## src/rtl/muldiv_ctrl_pkg.sv

```systemverilog
// Shared encodings for the RV32M iterative multiply/divide unit: op codes,
// controller states and the iteration count.
package muldiv_ctrl_pkg;

    typedef enum logic [2:0] {
        OP_MUL    = 3'd0,
        OP_MULH   = 3'd1,
        OP_MULHSU = 3'd2,
        OP_MULHU  = 3'd3,
        OP_DIV    = 3'd4,
        OP_DIVU   = 3'd5,
        OP_REM    = 3'd6,
        OP_REMU   = 3'd7
    } muldiv_op_e;

    typedef enum logic [2:0] {
        S_IDLE = 3'd0,
        S_PREP = 3'd1,
        S_CALC = 3'd2,
        S_FIX  = 3'd3,
        S_DONE = 3'd4
    } state_e;

    localparam int ITER_COUNT = 32;
    localparam int CNT_W      = $clog2(ITER_COUNT);

endpackage

```

## src/rtl/muldiv_ctrl_if.sv

```systemverilog
// Issue/completion bundle between the EX stage and the multiply/divide unit.
interface muldiv_ctrl_if #(parameter int XLEN = 32);

    logic            Start;
    logic [2:0]      MulDivOp;
    logic [XLEN-1:0] Operand1;
    logic [XLEN-1:0] Operand2;
    logic            Flush;
    logic            Busy;
    logic            Done;
    logic [XLEN-1:0] Result;

    modport master (
        output Start, MulDivOp, Operand1, Operand2, Flush,
        input  Busy, Done, Result
    );

    modport slave (
        input  Start, MulDivOp, Operand1, Operand2, Flush,
        output Busy, Done, Result
    );

endinterface

```

## src/rtl/muldiv_datapath.sv

```systemverilog
// Radix-2 shift-add multiply / restoring divide datapath: {hi, lo} accumulator,
// operand magnitude register, 33-bit add/subtract and the sign fixup.
module muldiv_datapath #(
    parameter int XLEN = 32
) (
    input  logic            clk,
    input  logic            rst,
    input  logic            load_i,
    input  logic            step_i,
    input  logic            div_i,
    input  logic            fix_i,
    input  logic [XLEN-1:0] op1_i,
    input  logic [XLEN-1:0] op2_i,
    input  logic            a_neg_i,
    input  logic            b_neg_i,
    input  logic            res_neg_i,
    input  logic            hi_sel_i,
    output logic [XLEN-1:0] word_o
);

    logic [XLEN-1:0]   hi_q, hi_d, lo_q, lo_d, b_q, b_d;
    logic [XLEN-1:0]   abs1, abs2, div_word;
    logic [XLEN:0]     mul_sum, rem_sh, div_diff;
    logic              div_ok, negate;
    logic [2*XLEN-1:0] prod;

    assign abs1   = a_neg_i ? -op1_i : op1_i;
    assign abs2   = b_neg_i ? -op2_i : op2_i;
    assign negate = fix_i & res_neg_i;

    assign mul_sum  = {1'b0, hi_q} + (lo_q[0] ? {1'b0, b_q} : '0);
    assign rem_sh   = {hi_q, lo_q[XLEN-1]};
    assign div_diff = rem_sh - {1'b0, b_q};
    // A set top bit in the shifted remainder already exceeds any divisor.
    assign div_ok   = rem_sh[XLEN] | ~div_diff[XLEN];

    always_comb begin
        hi_d = hi_q;
        lo_d = lo_q;
        b_d  = b_q;
        if (load_i) begin
            hi_d = '0;
            lo_d = div_i ? abs1 : abs2;
            b_d  = div_i ? abs2 : abs1;
        end else if (step_i) begin
            if (!div_i) begin
                hi_d = mul_sum[XLEN:1];
                lo_d = {mul_sum[0], lo_q[XLEN-1:1]};
            end else if (div_ok) begin
                hi_d = div_diff[XLEN-1:0];
                lo_d = {lo_q[XLEN-2:0], 1'b1};
            end else begin
                hi_d = rem_sh[XLEN-1:0];
                lo_d = {lo_q[XLEN-2:0], 1'b0};
            end
        end
    end

    always_comb begin
        div_word = hi_sel_i ? hi_q : lo_q;
        prod     = negate ? -{hi_q, lo_q} : {hi_q, lo_q};
        if (div_i) begin
            word_o = negate ? -div_word : div_word;
        end else begin
            word_o = hi_sel_i ? prod[2*XLEN-1:XLEN] : prod[XLEN-1:0];
        end
    end

    always_ff @(posedge clk or posedge rst) begin
        if (rst) begin
            hi_q <= '0;
            lo_q <= '0;
            b_q  <= '0;
        end else begin
            hi_q <= hi_d;
            lo_q <= lo_d;
            b_q  <= b_d;
        end
    end

endmodule

```

## src/rtl/muldiv_ctrl.sv

```systemverilog
// RV32M iterative multiply/divide controller: FSM, iteration counter, special
// cases and handshake. MULDIV_FASTPATH_EN lets trivial ops skip the iterations.
module muldiv_ctrl
    import muldiv_ctrl_pkg::*;
#(
    parameter int XLEN = 32
) (
    input  logic          clk,
    input  logic          rst,
    muldiv_ctrl_if.slave  bus
);

    localparam logic [XLEN-1:0] INT_MIN = {1'b1, {(XLEN-1){1'b0}}};

    state_e          state_q, state_d;
    muldiv_op_e      op_q;
    logic [XLEN-1:0] op1_q, op2_q, result_q, result_d, spec_val_q, spec_val_d, dp_word;
    logic [CNT_W-1:0] cnt_q;
    logic            spec_q, spec_d, accept, load_result;
    logic            is_div, a_neg, b_neg, res_neg, hi_sel;

    assign accept  = bus.Start & ~bus.Flush & ((state_q == S_IDLE) | (state_q == S_DONE));
    assign is_div  = op_q[2];
    assign a_neg   = op1_q[XLEN-1] & (op_q inside {OP_MULH, OP_MULHSU, OP_DIV, OP_REM});
    assign b_neg   = op2_q[XLEN-1] & (op_q inside {OP_MULH, OP_DIV, OP_REM});
    assign res_neg = (op_q == OP_REM) ? a_neg : (a_neg ^ b_neg);
    assign hi_sel  = op_q inside {OP_MULH, OP_MULHSU, OP_MULHU, OP_REM, OP_REMU};

    // Special-case results, evaluated from the latched operands during PREP.
    always_comb begin
        spec_d     = 1'b0;
        spec_val_d = '0;
        if (is_div && op2_q == '0) begin
            spec_d     = 1'b1;
            spec_val_d = op_q[1] ? op1_q : '1;
        end else if ((op_q == OP_DIV || op_q == OP_REM) && op1_q == INT_MIN && op2_q == '1) begin
            spec_d     = 1'b1;
            spec_val_d = op_q[1] ? '0 : INT_MIN;
        end
`ifdef MULDIV_FASTPATH_EN
        else if (!is_div && (op1_q == '0 || op2_q == '0)) begin
            spec_d     = 1'b1;
            spec_val_d = '0;
        end
`endif
    end

    always_comb begin
        state_d = state_q;
        case (state_q)
            S_IDLE: if (accept) state_d = S_PREP;
`ifdef MULDIV_FASTPATH_EN
            S_PREP: state_d = spec_d ? S_DONE : S_CALC;
`else
            S_PREP: state_d = S_CALC;
`endif
            S_CALC: if (cnt_q == '0) state_d = S_FIX;
            S_FIX:  state_d = S_DONE;
            S_DONE: state_d = accept ? S_PREP : S_IDLE;
            default: state_d = S_IDLE;
        endcase
        if (bus.Flush) state_d = S_IDLE;
    end

    always_comb begin
        load_result = 1'b0;
        result_d    = dp_word;
        if (state_q == S_FIX) begin
            load_result = 1'b1;
            result_d    = spec_q ? spec_val_q : dp_word;
        end
`ifdef MULDIV_FASTPATH_EN
        else if (state_q == S_PREP && spec_d) begin
            load_result = 1'b1;
            result_d    = spec_val_d;
        end
`endif
        if (bus.Flush) load_result = 1'b0;
    end

    always_ff @(posedge clk or posedge rst) begin
        if (rst) begin
            state_q    <= S_IDLE;
            op_q       <= OP_MUL;
            op1_q      <= '0;
            op2_q      <= '0;
            cnt_q      <= '0;
            spec_q     <= 1'b0;
            spec_val_q <= '0;
            result_q   <= '0;
        end else begin
            state_q <= state_d;
            if (accept) begin
                op_q  <= muldiv_op_e'(bus.MulDivOp);
                op1_q <= bus.Operand1;
                op2_q <= bus.Operand2;
            end
            if (state_q == S_PREP) begin
                cnt_q      <= CNT_W'(ITER_COUNT - 1);
                spec_q     <= spec_d;
                spec_val_q <= spec_val_d;
            end else if (state_q == S_CALC && cnt_q != '0) begin
                cnt_q <= cnt_q - 1'b1;
            end
            if (load_result) result_q <= result_d;
        end
    end

    muldiv_datapath #(.XLEN(XLEN)) u_datapath (
        .clk       (clk),
        .rst       (rst),
        .load_i    (state_q == S_PREP),
        .step_i    (state_q == S_CALC),
        .div_i     (is_div),
        .fix_i     (state_q == S_FIX),
        .op1_i     (op1_q),
        .op2_i     (op2_q),
        .a_neg_i   (a_neg),
        .b_neg_i   (b_neg),
        .res_neg_i (res_neg),
        .hi_sel_i  (hi_sel),
        .word_o    (dp_word)
    );

    assign bus.Busy   = state_q inside {S_PREP, S_CALC, S_FIX};
    assign bus.Done   = (state_q == S_DONE);
    assign bus.Result = result_q;

endmodule
```

## src/flat_wrapper.sv

```systemverilog
// flat-port wrapper written by rule: the top's interface ports become plain ports
module muldiv_ctrl_flat import muldiv_ctrl_pkg::*;
#(
    parameter int XLEN = 32
)
  (clk, rst, bus_Start, bus_MulDivOp, bus_Operand1, bus_Operand2, bus_Flush, bus_Busy, bus_Done, bus_Result);
  muldiv_ctrl_if #(.XLEN(XLEN)) bus_i ();
  input  logic clk;
  input  logic rst;
  input wire logic [$bits(bus_i.Start)-1:0] bus_Start;
  input wire logic [$bits(bus_i.MulDivOp)-1:0] bus_MulDivOp;
  input wire logic [$bits(bus_i.Operand1)-1:0] bus_Operand1;
  input wire logic [$bits(bus_i.Operand2)-1:0] bus_Operand2;
  input wire logic [$bits(bus_i.Flush)-1:0] bus_Flush;
  output wire logic [$bits(bus_i.Busy)-1:0] bus_Busy;
  output wire logic [$bits(bus_i.Done)-1:0] bus_Done;
  output wire logic [$bits(bus_i.Result)-1:0] bus_Result;
  assign bus_i.Start = bus_Start;
  assign bus_i.MulDivOp = bus_MulDivOp;
  assign bus_i.Operand1 = bus_Operand1;
  assign bus_i.Operand2 = bus_Operand2;
  assign bus_i.Flush = bus_Flush;
  assign bus_Busy = bus_i.Busy;
  assign bus_Done = bus_i.Done;
  assign bus_Result = bus_i.Result;
  muldiv_ctrl #(.XLEN(XLEN)) u_core (.clk(clk), .rst(rst), .bus(bus_i));
endmodule
```

## config.mk

```make
export PLATFORM = sky130hd
export DESIGN_NAME = muldiv_ctrl_flat
export DESIGN_NICKNAME = d
export VERILOG_FILES = /design/src/rtl/muldiv_ctrl_pkg.sv /design/src/rtl/muldiv_ctrl_if.sv /design/src/rtl/muldiv_datapath.sv /design/src/rtl/muldiv_ctrl.sv /design/src/flat_wrapper.sv
export SDC_FILE = /design/constraint.sdc
export NUM_CORES = 1
export LEC_CHECK = 0
export BUFFER_PORTS_ARGS = -buffer_cell sky130_fd_sc_hd__buf_2
export CORE_MARGIN = 2
export CORE_UTILIZATION = 24
export DETAILED_ROUTE_END_ITERATION = 12
export HOLD_SLACK_MARGIN = 0.03
export PLACE_DENSITY = 0.46
export SYNTH_ARGS = -nofsm -noshare
export SYNTH_HDL_FRONTEND = slang
export SYNTH_SLANG_ARGS = --single-unit
```

## constraint.sdc

```tcl
create_clock -name clk -period 22.3 [get_ports clk]
set_input_delay 4.46 -clock clk [delete_from_list [all_inputs] [get_ports clk]]
set_output_delay 4.46 -clock clk [all_outputs]
set_load 0.005 [all_outputs]
```

==> results of run 1 <==
## through the flow
| stage | power, uW | hold slack (ns) | std cells | setup WS (ns) |
|---|---|---|---|---|
| finish | 3410 | 0.479 | 3426 | 15.84 |
| global route | 3640 | 0.510 | 3425 | 15.42 |
| CTS | 3400 | 0.483 | 3425 | 15.73 |
| detailed placement | 2850 | 0.468 | 3370 | 15.09 |
| global placement | 2840 | 0.458 | 3370 | 15.20 |
| floorplan | 2170 | 0.441 | 2356 | 11.37 |
## cell type report
type / instances / area share [%]
multi-input combinational: 1879 / 57.0
sequential: 236 / 27.3
tap: 1050 / 6.07
clock buffer: 44 / 4.22
timing repair buffer: 135 / 3.48
inverter: 70 / 1.25
clock inverter: 11 / 0.687
antenna: 1 / 0.0116
## placed cells by master, fill, tap and decap left out, types with 22 or more instances in the layout
| master | instances |
|---|---|
| a21o_1 | 30 |
| buf_2 | 104 |
| nand4_1 | 23 |
| clkbuf_16 | 31 |
| dfrtp_1 | 235 |
| o31ai_1 | 57 |
| xor2_1 | 81 |
| and3_1 | 28 |
| o211ai_1 | 67 |
| buf_4 | 31 |
| a211oi_1 | 25 |
| o21a_1 | 29 |
| a31oi_1 | 29 |
| or3_1 | 22 |
| xnor2_1 | 111 |
| nand2b_1 | 22 |
| mux2i_1 | 82 |
| inv_1 | 69 |
| o21ai_0 | 186 |
| mux2_2 | 65 |
| ha_1 | 71 |
| nor2_1 | 230 |
| nand2_1 | 247 |
| nand3_1 | 22 |
| nor3_1 | 47 |
| a21oi_1 | 180 |
## layer usage
layer  track usage, %  vias to the layer above  part of all wire (%)
met1             25.6                     8804                    46
met4             5.07                        2                   2.8
met2             29.0                      553                    46
met5                0                        -                 0.016
li1                 -                     8486                     -
met3             1.57                      106                   4.7
## worst min-delay path by stage
stage | cells after the start | startpoint | to | slack [ns]
after detailed placement | 2 | u_core.spec_val_q[13] | u_core.spec_val_q[13] | 0.47
after global placement | 2 | u_core.spec_val_q[13] | u_core.spec_val_q[13] | 0.46
after floorplan | 2 | u_core.spec_val_q[15] | u_core.spec_val_q[15] | 0.44
after global routing | 2 | u_core.spec_val_q[15] | u_core.spec_val_q[15] | 0.51
final | 2 | u_core.spec_val_q[13] | u_core.spec_val_q[13] | 0.48
after CTS | 2 | u_core.spec_val_q[13] | u_core.spec_val_q[13] | 0.48
## power by group through the flow
stage	Combinational (uW)	Sequential [uW]	Clock, uW
after floorplan	1460	714	0
after global placement	1960	882	0
after detailed placement	1970	887	0
after CTS	1980	879	543
after global routing	2170	907	558
final	1990	891	527
## critical path: cells and delay by family
family	cells	cell delay, ns
buffers and inverters	4	2.36
## flip-flops by register name, indices dropped and copies added (netlist names)
| signal | count |
|---|---|
| u_core.bus.Result | 32 |
| u_core.spec_q | 1 |
| u_core.op2_q | 32 |
| u_core.spec_val_q | 32 |
| u_core.op1_q | 32 |
| u_core.u_datapath.b_q | 32 |
| u_core.op_q | 3 |
| u_core.state_q | 3 |
| u_core.cnt_q | 5 |
| u_core.u_datapath.lo_q | 32 |
| u_core.u_datapath.hi_q | 32 |
## kinds of logic after synthesis
| family | after synthesis |
|---|---|
| AO/OA/AOI/OAI | 717 |
| XOR/XNOR | 192 |
| adder cells (fa/ha/maj) | 73 |
| buffers and inverters | 241 |
| flip-flops | 236 |
| multiplexers | 147 |
| AND/OR/NAND/NOR | 750 |
## cell usage after synthesis (9+ instances only)
| cell | n | share of area [%] |
|---|---|---|
| xnor2_1 | 111 | 5.1 |
| mux2i_1 | 82 | 4.3 |
| o211ai_1 | 67 | 2.6 |
| nand3_1 | 22 | 0.58 |
| or2_2 | 9 | 0.29 |
| a22o_1 | 12 | 0.55 |
| buf_2 | 15 | 0.39 |
| nand2b_1 | 22 | 0.72 |
| or4_1 | 10 | 0.39 |
| dfrtp_1 | 236 | 31 |
| a21o_1 | 30 | 1.2 |
| nor2b_1 | 13 | 0.43 |
| xor2_1 | 81 | 3.7 |
| inv_1 | 70 | 1.4 |
| o21ai_0 | 186 | 4.9 |
| o21ai_1 | 10 | 0.26 |
| a32o_1 | 9 | 0.47 |
| o31ai_1 | 57 | 2.2 |
| clkbuf_1 | 136 | 2.7 |
| a21oi_1 | 181 | 4.7 |
| or3_1 | 22 | 0.72 |
| a211oi_1 | 25 | 0.98 |
| ha_1 | 71 | 4.6 |
| a31oi_1 | 29 | 0.95 |
| nor3_1 | 48 | 1.3 |
| nor2_1 | 232 | 4.6 |
| buf_1 | 19 | 0.37 |
| mux2_2 | 65 | 3.8 |
| and2_1 | 17 | 0.56 |
| nand4_1 | 23 | 0.75 |
| and3_1 | 28 | 0.92 |
| o21a_1 | 29 | 1.1 |
| nor4_1 | 15 | 0.49 |
| o41ai_1 | 9 | 0.41 |
| nand2_1 | 249 | 4.9 |
==> flow_metrics.tcl, run 1 <==
set metrics [dict create \
    status "complete, no violations" \
    synth-seq-cells 236 \
    p_clk_share_pct 15.5 \
    maxCapViolations 0 \
    routed_wl_mm 75.7 \
    clkTransAtPathRegs_ns 0.06 \
    num_vias 18000 \
    initial_utilization_pct 24.2 \
    rows 103 \
    cts_made_buffers 30 \
    cp.arrival_ns 7.05 \
    synthesis.instances 2356 \
    tns_ns 0 \
    syn_to_final_growth_pct 13.2 \
    cts_setup_buffers 0 \
    final_core_util_pct 27.4 \
    final-seq-area_um2 5910 \
    drive_above_1_share_pct 12.3 \
    synth_edf_count 0 \
    critPathLaunchType "input port" \
    p_per_area_nw_per_um2 157 \
    ys.flop_type "dfrtp_1" \
    multi_input_area_um2 12300 \
    timing.rr.end "u_core.bus.Result[4]" \
    place_congestion 0.925 \
    crit_type "input port to asynchronous set/reset pin" \
    crit_path_end "u_core.u_datapath.lo_q[7]" \
    ys_types 83 \
    clock_path_buffers 3 \
    endpoint_kind "asynchronous set/reset pin" \
    core_um2 79000 \
    finish.instance_area_um2 21700 \
    ctsResizeCount 0 \
    grt_max_degree 97 \
    synthMuxAreaShare_pct 8.12 \
    grtUsageTotal_pct 18.0 \
    synth_compound_area_share_pct 23.8 \
    combPwrFrac_pct 58.4 \
    worst_clock_skew_ns 0.0213 \
    cts_hold_buf 0 \
    maxSlewHeadroom_pct 27.1 \
    p_seq_share_pct 26.2 \
    die_w_um 286 \
    reg2reg_from "u_core.op_q[2]" \
    drv_slew 0 \
    grt_pass1_wl_mm 114 \
    num_io_pins 105 \
    die_area_um2 82000 \
    netlist_area_um2 19100 \
    cts_root_buf "clkbuf_16" \
    critical_path.max_fanout 96 \
    grt_overflow_total 0 \
    avgSynthCellArea_um2 8.12 \
    hold_path.class "register to register" \
    period_share_pct 29.0 \
    placed_area_um2 20600 \
    rsz0062_at_grt "no" \
    crit_top_cell "buf_4" \
    cp.required_ns 22.90 \
    dpl.hpwl_mm 56.9 \
    drt_pass1_iterations 8 \
    cp-startpoint "rst" \
    internal-power_uw 1650 \
    async_flop_share_pct 100 \
    finalSetupViolCount 0 \
    rrSetupSlack_ns 17.48 \
    portBuffers 104 \
    synthAdderAreaFrac_pct 4.85 \
    peakVddDrop_uv 82.7 \
    max_stage_delay_ns 0.95 \
    layout.nets 2496 \
    drcViolationCount 0 \
    synth_warnings 0 \
    clock_latency_ns 0.60 \
    period_needed_ns 6.46 \
    antenna_found_initial 3 \
    power.leakage_uw 0.00899 \
    synthSimpleGateAreaFrac_pct 18.6 \
    fillers 8517 \
    ff2ff_path_depth 11 \
    cts_sinks 236 \
    fmax_ghz 0.155 \
    synth_top_family_by_area "compound AO/OA/AOI/OAI gates" \
    die_y_um 286 \
    p_sw_share_pct 51.6 \
    tightest_slew_ns 1.09 \
    crit_chain "buf_2 -> inv_8 -> buf_4 -> buf_4" \
    routedWlPerCell_um 22.1 \
    post_drt_via_cell_ratio 5.24 \
    htree_levels 1 \
    critical_path.slowest_cell "buf_4" \
    syn_nets 2500 \
    grt_pass1_vias 17400 \
    p_sw_uw 1760 \
    synthXorXnorAreaFrac_pct 8.79 \
    synth_seq_area_share_pct 30.9 \
    cts_tree "yes" \
    finalHoldViolations 0 \
    final_antenna_net_count 0 \
    dr.first_iter.drc_count 1616 \
]
Power figures use the tool's default switching activity.
==> inputs of run 2 (changes only) <==
==> constraint.sdc (replaced) <==
create_clock -name clk -period 6.75 [get_ports clk]
set_input_delay 1.35 -clock clk [delete_from_list [all_inputs] [get_ports clk]]
set_output_delay 1.35 -clock clk [all_outputs]
set_load 0.005 [all_outputs]
==> flow_metrics.tcl, run 2 (same netlist as run 1, synthesis figures left out) <==
set metrics [dict create \
    crit_chain "inv_1 -> ha_1 -> fa_1 -> nor2b_1 -> o211ai_1 -> a211oi_1 -> a211oi_1 -> nor2_1 -> a21oi_4 -> buf_4 -> nor2_1 -> mux2_2 -> a311o_1" \
    critical_path.slowest_cell "a21oi_4" \
    rows 103 \
    mostFrequentLayoutCells "247 x nand2_1, 235 x dfrtp_1, 230 x nor2_1" \
    finalHoldViolations 0 \
    core_um2 79000 \
    peakVddDrop_uv 268 \
    rsz0062_at_grt "no" \
    power.leakage_uw 0.00896 \
    internal-power_uw 5370 \
    maxSlewHeadroom_pct 28.7 \
    cts_sinks 236 \
    antenna_found_initial 6 \
    num_io_pins 105 \
    status "complete, no violations" \
    p_clk_share_pct 15.1 \
    initial_utilization_pct 24.2 \
    layout_commonest_cell "nand2_1" \
    cts_hold_buf 0 \
    p_sw_uw 5940 \
    clock_latency_ns 0.60 \
    drive_above_1_share_pct 12.3 \
    dpl.hpwl_mm 58.1 \
    p_sw_share_pct 52.5 \
    drcViolationCount 0 \
    critPathLaunchType "register" \
    grt_max_degree 153 \
    period_share_pct 66.2 \
    grtUsageTotal_pct 18.4 \
    die_w_um 286 \
    die_area_um2 82000 \
    post_drt_via_cell_ratio 5.27 \
    crit_type "register to register" \
    maxCapViolations 0 \
    cp.arrival_ns 4.95 \
    clock_path_buffers 3 \
    p_total_uw 11300 \
    layoutNonFillerInstCount 3428 \
    worst_clock_skew_ns 0.0190 \
    die_y_um 286 \
    final_antenna_net_count 0 \
    cp.required_ns 7.23 \
    ctsResizeCount 0 \
    tns_ns 0 \
    drt_pass1_iterations 5 \
    routed_wl_mm 77.1 \
    cts_root_buf "clkbuf_16" \
    endpoint_kind "register" \
    p_seq_share_pct 26.1 \
    cts_tree "yes" \
    p_per_area_nw_per_um2 523 \
    finalSetupViolCount 0 \
    htree_levels 1 \
    drv_slew 0 \
    grt_overflow_total 0 \
    grt_pass1_vias 17500 \
    portBuffers 104 \
    cts_made_buffers 31 \
    max_stage_delay_ns 0.64 \
    dp_cells 3368 \
    clkTransAtPathRegs_ns 0.07 \
    period_needed_ns 4.47 \
    num_vias 18100 \
    critical_path.max_fanout 38 \
    grt_pass1_wl_mm 115 \
    hold_path.class "register to register" \
    fmax_ghz 0.224 \
    cts_setup_buffers 0 \
    place_congestion 0.901 \
    routedWlPerCell_um 22.5 \
    tightest_slew_ns 1.07 \
    dr.first_iter.drc_count 1560 \
    combPwrFrac_pct 58.8 \
    layout.nets 2495 \
    hold_ws_ns 0.472 \
    syn_to_final_growth_pct 13.1 \
]
## run 2: cell types whose count changed in the layout (fill, tap and decap cells not counted), sizes merged
cell / before / now
clkbuf: 44 / 42
buf: 135 / 133
clkinv: 3 / 7
clkinvlp: 3 / 5
bufinv: 3 / 2
diode: 1 / 3
inv: 72 / 71
## run 2: routing by layer
metal | wire length [um] | global-route usage (%)
met3 | 5120 | 3.48
met2 | 33600 | 28.0
met5 | 46 | 0
met1 | 35000 | 25.6
met4 | 3280 | 7.29
## run 2: critical path, delay by kind of cell, from the launching register on
kind	cells	cell delay, ns
simple gates	3	0.39
flops	1	0.44
buf+inv	2	0.67
compound gates	5	2.12
mux	1	0.28
fa+ha+maj	2	0.42
## run 2: worst paths after layout
check	slack [ns]	from	endpoint	depth (start not counted)
max in group asynchronous	4.48	rst	u_core.bus.Result[25]	3
min in group asynchronous	0.88	rst	u_core.u_datapath.b_q[10]	2
worst max-delay path	2.28	u_core.u_datapath.lo_q[31]	u_core.u_datapath.hi_q[25]	13
worst min-delay path	0.47	u_core.spec_val_q[25]	u_core.spec_val_q[25]	2
worst min register to register	0.47	u_core.spec_val_q[25]	u_core.spec_val_q[25]	2
worst max register to register	2.28	u_core.u_datapath.lo_q[31]	u_core.u_datapath.hi_q[25]	13
## run 2: final cells by class
| cell class | instances | area (um^2) |
|---|---|---|
| sequential | 236 | 5910 |
| antenna | 3 | 7.51 |
| inverter | 70 | 267 |
| clock inverter | 15 | 158 |
| fill | 8560 | 57400 |
| timing repair buffer | 133 | 763 |
| clock buffer | 42 | 877 |
| tap | 1050 | 1310 |
| multi-input combinational | 1879 | 12300 |
## run 2: power by group through the flow
stage	Sequential (uW)	Clock, uW	Combinational (uW)
2_1_floorplan	2360	0	4820
3_3_place_gp	2940	0	6590
3_5_place_dp	2960	0	6580
4_1_cts	2930	1740	6630
5_1_grt	3020	1800	7310
6_report	2950	1710	6650
## run 2: metrics by stage
| stage | util [%] | worst slack, ns | area (um^2) |
|---|---|---|---|
| 6_report | 27.4 | 2.28 | 21600 |
| 5_1_grt | 27.4 | 2.08 | 21600 |
| 4_1_cts | 27.4 | 2.35 | 21600 |
| 3_5_place_dp | 26.1 | 2.40 | 20600 |
| 3_3_place_gp | 26.1 | 2.45 | 20600 |
| 2_1_floorplan | - | 2.31 | 19100 |
==> inputs of run 3 (changes only) <==
==> constraint.sdc (replaced) <==
create_clock -name clk -period 4.16 [get_ports clk]
set_input_delay 0.832 -clock clk [delete_from_list [all_inputs] [get_ports clk]]
set_output_delay 0.832 -clock clk [all_outputs]
set_load 0.005 [all_outputs]
==> flow_metrics.tcl, run 3 (same netlist as run 1, synthesis figures left out) <==
set metrics [dict create \
    status "complete, no violations" \
    layout_commonest_cell "nand2_1" \
    rows 103 \
    drt_pass1_iterations 5 \
    cts_root_buf "clkbuf_16" \
    reg2reg_from "u_core.u_datapath.lo_q[26]" \
    p_per_area_nw_per_um2 853 \
    finish.instance_area_um2 22300 \
    maxCapViolations 0 \
    initial_utilization_pct 24.2 \
    die_w_um 286 \
    tns_ns 0 \
    clock_path_buffers 3 \
    ff2ff_path_depth 10 \
    cts_sinks 236 \
    dpl.hpwl_mm 60.6 \
    cts_tree "yes" \
    grt_pass1_vias 17600 \
    peakVddDrop_uv 393 \
    post_drt_via_cell_ratio 5.23 \
    critical_path.max_fanout 7 \
    portBuffers 104 \
    grt_pass1_wl_mm 117 \
    place_congestion 0.917 \
    cp.arrival_ns 4.55 \
    antenna_found_initial 0 \
    tightest_slew_ns 1.15 \
    finalSetupViolCount 0 \
    syn_to_final_growth_pct 16.6 \
    multi_input_area_um2 12300 \
    dr.first_iter.drc_count 1494 \
    clock_latency_ns 0.61 \
    rrSetupSlack_ns 0.15 \
    grt_overflow_total 0 \
    drive_above_1_share_pct 14.9 \
    final_antenna_net_count 0 \
    final-seq-area_um2 5910 \
    core_um2 79000 \
    num_io_pins 105 \
    cp.required_ns 4.71 \
    placed_area_um2 21200 \
    timing.rr.end "u_core.bus.Result[11]" \
    finalHoldViolations 0 \
    power.leakage_uw 0.00936 \
    diodes 0 \
    period_share_pct 96.3 \
    num_vias 18300 \
    grtUsageTotal_pct 18.6 \
    drcViolationCount 0 \
    critPathLaunchType "register" \
    die_y_um 286 \
    rsz0062_at_grt "no" \
    fillers 8520 \
    die_area_um2 82000 \
    worst_clock_skew_ns 0.0142 \
    routedWlPerCell_um 22.6 \
    clkTransAtPathRegs_ns 0.06 \
    crit_type "register to register" \
    period_needed_ns 4.01 \
    layout.nets 2566 \
    hold_path.class "input port to asynchronous set/reset pin" \
    grt_max_degree 118 \
    cts_made_buffers 30 \
    cts_setup_buffers 0 \
    routed_wl_mm 78.8 \
    maxSlewHeadroom_pct 22.5 \
    drv_slew 0 \
    fmax_ghz 0.250 \
    mostFrequentLayoutCells "247 x nand2_1, 235 x dfrtp_1, 230 x nor2_1" \
    endpoint_kind "register" \
    htree_levels 1 \
]
## run 3: changes by cell type in the layout (fill, tap and decap cells not counted), sizes merged
cell,previous run,this run
a21oi,181,182
diode,3,0
buf,133,204
clkbuf,42,38
clkinvlp,5,7
inv,71,70
bufinv,2,6
clkinv,7,5
## run 3: how the worst max path moves through the flow
stage	from	to	slack, ns
global placement	u_core.u_datapath.lo_q[26]	u_core.bus.Result[11]	0.23
CTS	u_core.u_datapath.b_q[0]	u_core.u_datapath.hi_q[29]	0.20
global route	u_core.u_datapath.lo_q[0]	u_core.u_datapath.hi_q[31]	0.02
floorplan	rst	u_core.bus.Result[0]	0.24
finish	u_core.u_datapath.lo_q[26]	u_core.bus.Result[11]	0.15
detailed placement	u_core.u_datapath.b_q[0]	u_core.u_datapath.hi_q[29]	0.23
## run 3: cell type report
class / instances / area share (%)
clock buffers: 38 / 3.68
clock inverters: 18 / 1.29
inverters: 70 / 1.19
multi-input cells: 1880 / 55.4
flip-flops and latches: 236 / 26.5
well taps: 1050 / 5.89
repair buffers: 204 / 6.09
## run 3: metal layers
layer / vias up / wire length, um / track usage, %
li1: 8609 / - / -
met1: 8988 / 35800 / 25.6
met2: 575 / 36400 / 30.6
met3: 110 / 4290 / 2.42
met4: 0 / 2340 / 4.95
met5: - / 0 / 0
## run 3: metrics by stage
stage	cells	total power [uW]	utilization [%]	setup slack (ns)	hold WS, ns
4_1_cts	3495	18900	28.2	0.203	0.396
3_3_place_gp	3439	15800	26.8	0.229	0.454
5_1_grt	3496	20300	28.2	0.0168	0.416
6_report	3496	19000	28.2	0.153	0.381
3_5_place_dp	3439	15900	26.8	0.235	0.461
2_1_floorplan	2356	11700	-	0.236	0.441
## run 3: repair_timing
item	in CTS	in global routing
hold buffers	0	0
endpoints found under the setup margin	0	4
gates resized for setup	0	2
## run 3: where the power goes
part / internal, uW / leakage (uW) / switching, uW
Combinational: 4370 / 0.00586 / 7440
Clock: 1780 / 0.000521 / 1170
Sequential: 3110 / 0.00298 / 1160
Total: 9260 / 0.00936 / 9770
## run 3: worst max-delay path: stages (launching register included)
cell and delay (ns):
dfrtp_1 0.52, or3_1 0.53, nor4_2 0.73, nand2_1 0.18, nor3_2 0.38, a21oi_1 0.13
xor2_1 0.15, nor2_1 0.05, o311ai_0 0.94, buf_4 0.24, a22o_1 0.11
